**config.mk**
```make
export PLATFORM = sky130hd
export DESIGN_NAME = tlb_port_sched
export DESIGN_NICKNAME = d
export VERILOG_FILES = /design/src/rtl/tlb_port_sched_pkg.sv /design/src/rtl/tlb_port_sched_sat_counter.sv /design/src/rtl/tlb_port_sched.sv
export SDC_FILE = /design/constraint.sdc
export NUM_CORES = 1
export LEC_CHECK = 0
export BUFFER_PORTS_ARGS = -buffer_cell sky130_fd_sc_hd__buf_2
export CAP_MARGIN = 20
export CORE_ASPECT_RATIO = 2
export CORE_MARGIN = 10
export CORE_UTILIZATION = 40
export DETAILED_ROUTE_END_ITERATION = 8
export PLACE_DENSITY = 0.85
export SYNTH_ARGS = -nofsm -noshare
export SYNTH_HDL_FRONTEND = slang
export SYNTH_SLANG_ARGS = --single-unit
```
**constraint.sdc**
```tcl
create_clock -name clk -period 2.1 [get_ports clk]
set_input_delay 0.105 -clock clk [delete_from_list [all_inputs] [get_ports clk]]
set_output_delay 0.105 -clock clk [all_outputs]
set_load 0.05 [all_outputs]
```
**src/rtl/tlb_port_sched_pkg.sv**
```systemverilog
// tlb_port_sched_pkg: shared definitions for the TLB search-port scheduler.
//   - FSM state encodings
//   - CP0 EntryHi field positions and field-extraction helpers
package tlb_port_sched_pkg;

  typedef enum logic [2:0] {
    TPS_IDLE  = 3'd0,
    TPS_HAZ   = 3'd1,
    TPS_PROBE = 3'd2,
    TPS_RESP  = 3'd3,
    TPS_SYNC  = 3'd4
  } tps_state_e;

  localparam int EH_VPN2_MSB = 31;
  localparam int EH_VPN2_LSB = 13;
  localparam int EH_ODD_BIT  = 12;
  localparam int EH_ASID_MSB = 7;
  localparam int EH_ASID_LSB = 0;

  // VPN2 field of an EntryHi value
  function automatic logic [18:0] eh_vpn2(input logic [31:0] eh);
    return eh[EH_VPN2_MSB:EH_VPN2_LSB];
  endfunction

  // ASID field of an EntryHi value
  function automatic logic [7:0] eh_asid(input logic [31:0] eh);
    return eh[EH_ASID_MSB:EH_ASID_LSB];
  endfunction

endpackage

```
**src/rtl/tlb_port_sched_sat_counter.sv**
```systemverilog
// sat_counter: width-parameterised up-counter that sticks at all-ones.
//   clk   in  clock
//   reset in  synchronous active-high clear
//   en    in  count enable
//   cnt   out registered count value
module sat_counter #(
  parameter int W = 16
) (
  input  logic         clk,
  input  logic         reset,
  input  logic         en,
  output logic [W-1:0] cnt
);

  localparam logic [W-1:0] ONE  = {{(W-1){1'b0}}, 1'b1};
  localparam logic [W-1:0] ONES = {W{1'b1}};

  logic [W-1:0] cnt_r;

  // Count register: advance on enable until all-ones, then hold
  always_ff @(posedge clk) begin
    if (reset) begin
      cnt_r <= {W{1'b0}};
    end else if (en && (cnt_r != ONES)) begin
      cnt_r <= cnt_r + ONE;
    end else begin
      cnt_r <= cnt_r;
    end
  end

  assign cnt = cnt_r;

endmodule

```
**src/rtl/tlb_port_sched.sv**
```systemverilog
// tlb_port_sched: arbitrates TLB search port 1 between EXE data translation
// and the TLBP probe (which searches with CP0 EntryHi). Holds a probe off
// while an MTC0 EntryHi is still in flight, and blocks data translation
// after a TLBWI/TLBR commit until fetch restarts.
// Ports:
//   clk, reset                  clock, synchronous active-high reset
//   dt_req/dt_vpn2/dt_odd       EXE data translation request and address
//   dt_gnt                      search port granted to data (combinational)
//   tp_req                      TLBP valid in EXE
//   tp_done/tp_found/tp_index   probe completion pulse and registered result
//   eh_wr_pending, cp0_entryhi  EntryHi write hazard flag and current value
//   s1_vpn2/s1_odd_page/s1_asid search port request
//   s1_found/s1_index           search port response (combinational)
//   tlbw_commit, flush          WB-stage TLB write commit and pipeline flush
//   fetch_restart               first fetch after a flush issued
//   sync_busy                   controller is waiting for fetch restart
//   deny_cnt                    saturating count of denied data cycles
module tlb_port_sched
  import tlb_port_sched_pkg::*;
#(
  parameter int TLBNUM = 16,
  parameter int IDXW   = $clog2(TLBNUM),
  parameter int CNTW   = 16
) (
  input  logic            clk,
  input  logic            reset,
  input  logic            dt_req,
  input  logic [18:0]     dt_vpn2,
  input  logic            dt_odd,
  output logic            dt_gnt,
  input  logic            tp_req,
  output logic            tp_done,
  output logic            tp_found,
  output logic [IDXW-1:0] tp_index,
  input  logic            eh_wr_pending,
  input  logic [31:0]     cp0_entryhi,
  output logic [18:0]     s1_vpn2,
  output logic            s1_odd_page,
  output logic [7:0]      s1_asid,
  input  logic            s1_found,
  input  logic [IDXW-1:0] s1_index,
  input  logic            tlbw_commit,
  input  logic            flush,
  input  logic            fetch_restart,
  output logic            sync_busy,
  output logic [CNTW-1:0] deny_cnt
);

  tps_state_e      state_r;
  tps_state_e      state_nxt_s;
  logic            dt_gnt_s;
  logic            tp_done_s;
  logic            probe_cap_s;
  logic            sync_busy_s;
  logic [18:0]     s1_vpn2_s;
  logic            s1_odd_s;
  logic            tp_found_r;
  logic [IDXW-1:0] tp_index_r;
  logic            deny_en_s;
  logic            unused_eh_s;

  // EntryHi bits between ASID and the odd-page bit carry nothing for the search
  assign unused_eh_s = ^cp0_entryhi[11:8];

  // State register
  always_ff @(posedge clk) begin
    if (reset) begin
      state_r <= TPS_IDLE;
    end else begin
      state_r <= state_nxt_s;
    end
  end

  // Next-state logic. A TLB write commit always wins so that no data lookup
  // can use the mapping being replaced; SYNC only leaves on fetch restart.
  always_comb begin
    state_nxt_s = state_r;
    case (state_r)
      TPS_IDLE: begin
        if (tlbw_commit) begin
          state_nxt_s = TPS_SYNC;
        end else if (flush) begin
          state_nxt_s = TPS_IDLE;
        end else if (tp_req) begin
          state_nxt_s = eh_wr_pending ? TPS_HAZ : TPS_PROBE;
        end else begin
          state_nxt_s = TPS_IDLE;
        end
      end
      TPS_HAZ: begin
        if (tlbw_commit) begin
          state_nxt_s = TPS_SYNC;
        end else if (flush || !tp_req) begin
          state_nxt_s = TPS_IDLE;
        end else if (!eh_wr_pending) begin
          state_nxt_s = TPS_PROBE;
        end else begin
          state_nxt_s = TPS_HAZ;
        end
      end
      TPS_PROBE: begin
        if (tlbw_commit) begin
          state_nxt_s = TPS_SYNC;
        end else if (flush) begin
          state_nxt_s = TPS_IDLE;
        end else begin
          state_nxt_s = TPS_RESP;
        end
      end
      TPS_RESP: begin
        if (tlbw_commit) begin
          state_nxt_s = TPS_SYNC;
        end else begin
          state_nxt_s = TPS_IDLE;
        end
      end
      TPS_SYNC: begin
        if (fetch_restart) begin
          state_nxt_s = TPS_IDLE;
        end else begin
          state_nxt_s = TPS_SYNC;
        end
      end
      default: begin
        state_nxt_s = TPS_IDLE;
      end
    endcase
  end

  // Output decode and search-port mux. Data owns the port only in an
  // undisturbed IDLE cycle; PROBE is the only state that searches with EntryHi.
  always_comb begin
    dt_gnt_s    = 1'b0;
    tp_done_s   = 1'b0;
    probe_cap_s = 1'b0;
    sync_busy_s = 1'b0;
    s1_vpn2_s   = dt_vpn2;
    s1_odd_s    = dt_odd;
    case (state_r)
      TPS_IDLE: begin
        dt_gnt_s = dt_req && !tlbw_commit && !flush && !tp_req;
      end
      TPS_HAZ: begin
        dt_gnt_s = 1'b0;
      end
      TPS_PROBE: begin
        s1_vpn2_s   = eh_vpn2(cp0_entryhi);
        s1_odd_s    = cp0_entryhi[EH_ODD_BIT];
        probe_cap_s = !flush && !tlbw_commit;
      end
      TPS_RESP: begin
        tp_done_s = !flush && !tlbw_commit;
      end
      TPS_SYNC: begin
        sync_busy_s = 1'b1;
      end
      default: begin
        dt_gnt_s = 1'b0;
      end
    endcase
  end

  // Probe result: captured only from a probe that is not being flushed
  always_ff @(posedge clk) begin
    if (reset) begin
      tp_found_r <= 1'b0;
      tp_index_r <= {IDXW{1'b0}};
    end else if (probe_cap_s) begin
      tp_found_r <= s1_found;
      tp_index_r <= s1_index;
    end else begin
      tp_found_r <= tp_found_r;
      tp_index_r <= tp_index_r;
    end
  end

  assign deny_en_s = dt_req && !dt_gnt_s;

  sat_counter #(
    .W(CNTW)
  ) u_deny_cnt (
    .clk  (clk),
    .reset(reset),
    .en   (deny_en_s),
    .cnt  (deny_cnt)
  );

  assign dt_gnt      = dt_gnt_s;
  assign tp_done     = tp_done_s;
  assign sync_busy   = sync_busy_s;
  assign tp_found    = tp_found_r;
  assign tp_index    = tp_index_r;
  assign s1_vpn2     = s1_vpn2_s;
  assign s1_odd_page = s1_odd_s;
  assign s1_asid     = eh_asid(cp0_entryhi);

endmodule

```
==> run_summary.xml <==
<?xml version="1.0" encoding="UTF-8"?>
<metrics>
  <group name="clocking">
    <metric name="clk_latency" unit="ns">0.27</metric>
    <metric name="cts-htree-levels" unit="">1</metric>
    <metric name="cts_buffer_depth" unit="">2</metric>
    <metric name="cts_tree" unit="">done</metric>
    <metric name="number_of_sinks_on_the_clock_net" unit="">24</metric>
    <metric name="cts_post_setup_buffers_inserted" unit="">0</metric>
    <metric name="hold_buffers" unit="">0</metric>
    <metric name="clk_pin_slew" unit="ns">0.09</metric>
    <metric name="clock_buffers_created_by_tritoncts" unit="">3</metric>
    <metric name="cts_resized" unit="">0</metric>
    <metric name="cts_root_buffer" unit="">clkbuf_8</metric>
  </group>
  <group name="floorplanning">
    <metric name="placeableCoreArea" unit="mm²">0.00361</metric>
    <metric name="design.die.area" unit="mm²">0.00674</metric>
    <metric name="die_width" unit="µm">63.3</metric>
    <metric name="rows" unit="">31</metric>
    <metric name="top_level_ports" unit="">117</metric>
    <metric name="die_height" unit="µm">107</metric>
    <metric name="effective_utilization_at_floorplan" unit="">0.416</metric>
  </group>
  <group name="routing">
    <metric name="drt_first_iter_violations" unit="">50</metric>
    <metric name="post_drt_wl_per_cell" unit="µm">16.6</metric>
    <metric name="num_vias" unit="">1629</metric>
    <metric name="drt_pre_antenna_iters" unit="">4</metric>
    <metric name="drc_errors" unit="">0</metric>
    <metric name="drt-vias-per-instance" unit="">5.27</metric>
    <metric name="drt_wl_total" unit="µm">5120</metric>
    <metric name="antenna_left" unit="">0</metric>
  </group>
  <group name="power_and_ir_drop">
    <metric name="power_dens_cells" unit="mW/mm²">547</metric>
    <metric name="total_power_draw" unit="mW">1.12</metric>
    <metric name="power.leakage" unit="nW">0.913</metric>
    <metric name="ir_worst_vdd" unit="V">0.000481</metric>
  </group>
  <group name="sta">
    <metric name="rsz0062_at_grt" unit="">no</metric>
    <metric name="setup_ws" unit="ns">0.213</metric>
    <metric name="maxSlewHeadroom" unit="">0.664</metric>
    <metric name="slew_viol_final" unit="">0</metric>
    <metric name="final.setup.tns" unit="ns">0</metric>
    <metric name="worst-slew-pin-transition" unit="ns">0.504</metric>
    <metric name="hold_violations" unit="">0</metric>
    <metric name="finalCritPeriodShare" unit="">0.898</metric>
    <metric name="final_period_minus_worst_setup_slack" unit="ns">1.89</metric>
    <metric name="fin_skew" unit="ns">0.00656</metric>
    <metric name="finalSetupViolCount" unit="">0</metric>
    <metric name="timing.fmax" unit="GHz">0.530</metric>
  </group>
  <group name="synth">
    <metric name="post_synth_instance_area" unit="mm²">0.00150</metric>
    <metric name="synth.ff_latch_count" unit="">24</metric>
    <metric name="synth_nets" unit="">238</metric>
    <metric name="yosysWarningCount" unit="">0</metric>
    <metric name="synth_top_area_cell" unit="">dfxtp_1</metric>
    <metric name="post_synth_inst_count" unit="">172</metric>
    <metric name="synth.top_cells.by_area" unit="">dfxtp_1, mux2_2, a21oi_1</metric>
    <metric name="syn_area_per_cell" unit="µm²">8.71</metric>
    <metric name="yosysSeqAreaShare" unit="">0.321</metric>
    <metric name="yosysUniqueCellTypes" unit="">39</metric>
    <metric name="synth_largest_type_area_fraction" unit="">0.321</metric>
  </group>
  <group name="grt">
    <metric name="maximum_number_of_pins_on_one_net_before_global_route_repair" unit="">29</metric>
    <metric name="grtUsageTotal" unit="">0.146</metric>
    <metric name="grt_first_pass_wirelength" unit="µm">8270</metric>
    <metric name="antenna_found_initial" unit="">0</metric>
    <metric name="gr-total-overflow" unit="">0</metric>
    <metric name="grt_pass1_vias" unit="">1695</metric>
  </group>
  <group name="flow_run">
    <metric name="max_cap_viol_count" unit="">0</metric>
  </group>
  <group name="finish">
    <metric name="nets" unit="">327</metric>
    <metric name="layoutNonFillerInstCount" unit="">309</metric>
    <metric name="layout-area-overhead-vs-synth" unit="%">37.0</metric>
    <metric name="layout.cell_area.non_filler" unit="mm²">0.00205</metric>
    <metric name="number_of_antenna_repair_diodes" unit="">0</metric>
    <metric name="post_route_cells_drive_above_1_share" unit="">0.542</metric>
    <metric name="final_common_cell" unit="">buf_2</metric>
    <metric name="most-common-layout-cells" unit="">buf_2, mux2_2, dfxtp_1</metric>
  </group>
  <group name="place">
    <metric name="place_ws" unit="ns">0.214</metric>
    <metric name="placed_cells" unit="">305</metric>
    <metric name="detailed_place.area" unit="mm²">0.00198</metric>
    <metric name="io_buffer_count" unit="">96</metric>
    <metric name="gp_congestion" unit="">0.818</metric>
    <metric name="dp.final_hpwl" unit="µm">4260</metric>
  </group>
  <group name="worst_hold_path">
    <metric name="worst_hold_path_type" unit="">in2reg</metric>
  </group>
  <group name="status">
    <metric name="run_status" unit="">completed</metric>
  </group>
  <group name="worst_setup_path">
    <metric name="crit_fanout" unit="">26</metric>
    <metric name="worst-endpoint-arrival" unit="ns">1.78</metric>
    <metric name="worst_setup_path_start_kind" unit="">flop</metric>
    <metric name="worst_setup_path_end_kind" unit="">output port</metric>
    <metric name="required" unit="ns">2.00</metric>
    <metric name="worst-setup-path-type" unit="">reg2out</metric>
  </group>
</metrics>
==> power by group <==
part	leakage (nW)	total (mW)	switching, mW	internal, mW
registers	0.195	0.468	0.00737	0.461
logic	0.682	0.245	0.161	0.0836
clock network	0.0357	0.409	0.154	0.255
==> metal layers <==
layer,up-vias,part of all wire,GRT usage
met5,-,0,0
met4,0,0.011,0.0377
met3,8,0.074,0.0407
met2,73,0.52,0.277
met1,738,0.39,0.151
li1,810,-,-
==> critical path, cell delays in order (launching register included) <==
cell	delay, ns
dfxtp_1	0.39
nor3b_4	0.19
buf_4	0.32
mux2_2	0.39
buf_2	0.22
==> per-stage QoR <==
| step | hold slack (ns) | utilization |
|---|---|---|
| final | 0.0719 | 0.569 |
| after global routing | 0.0652 | 0.569 |
| after CTS | 0.0668 | 0.569 |
| after detailed placement | 0.210 | 0.549 |
| after global placement | 0.210 | 0.549 |
| after floorplan | 0.253 | - |
==> final timing paths <==
path         depth (start not counted)               from            endpoint  slack [ns]
min reg2reg                          2           tp_found            tp_found        0.46
max reg2reg                          5  u_deny_cnt.cnt[0]  u_deny_cnt.cnt[14]        0.22
max                                  4         state_r[1]          s1_vpn2[1]        0.21
min                                  3           s1_found            tp_found        0.07
==> flip-flops by register name, summed over array words and instances (netlist names) <==
| register | count |
|---|---|
| state_r | 3 |
| tp_index | 4 |
| u_deny_cnt.cnt | 16 |
| tp_found | 1 |
==> Yosys cell counts, drive strengths merged <==
cell,instances
dfxtp,24
mux2,24
a21oi,17
buf,12
nand2,12
nor2,8
nand3,7
o31ai,7
inv,6
nand4,6
or4,6
nor4,5
o21ai,5
nor2b,4
nor3,4
or3,4
clkbuf,3
and3,2
or2,2
a2111o,1
a211o,1
a211oi,1
a21o,1
a221oi,1
a22oi,1
a31oi,1
and2,1
ha,1
nand3b,1
nand4b,1
nor3b,1
o31a,1
or3b,1
==> cells by family after synthesis <==
logic type | count (synthesis) | share of synthesized area
AND/OR/NAND/NOR | 65 | 0.261
AO/OA/AOI/OAI | 37 | 0.154
multiplexers | 24 | 0.180
flip-flops | 24 | 0.321
buffers and inverters | 21 | 0.0751
adder cells (fa/ha/maj) | 1 | 0.00835
==> area by class of cell <==
type	instances	area (µm²)
Sequential cell	24	483
Inverter	6	22.5
Clock inverter	1	30.0
Multi-Input combinational cell	127	912
Fill cell	360	1550
Tap cell	49	61.3
Timing Repair Buffer	99	503
Clock buffer	3	41.3
Power figures use the tool's default switching activity.
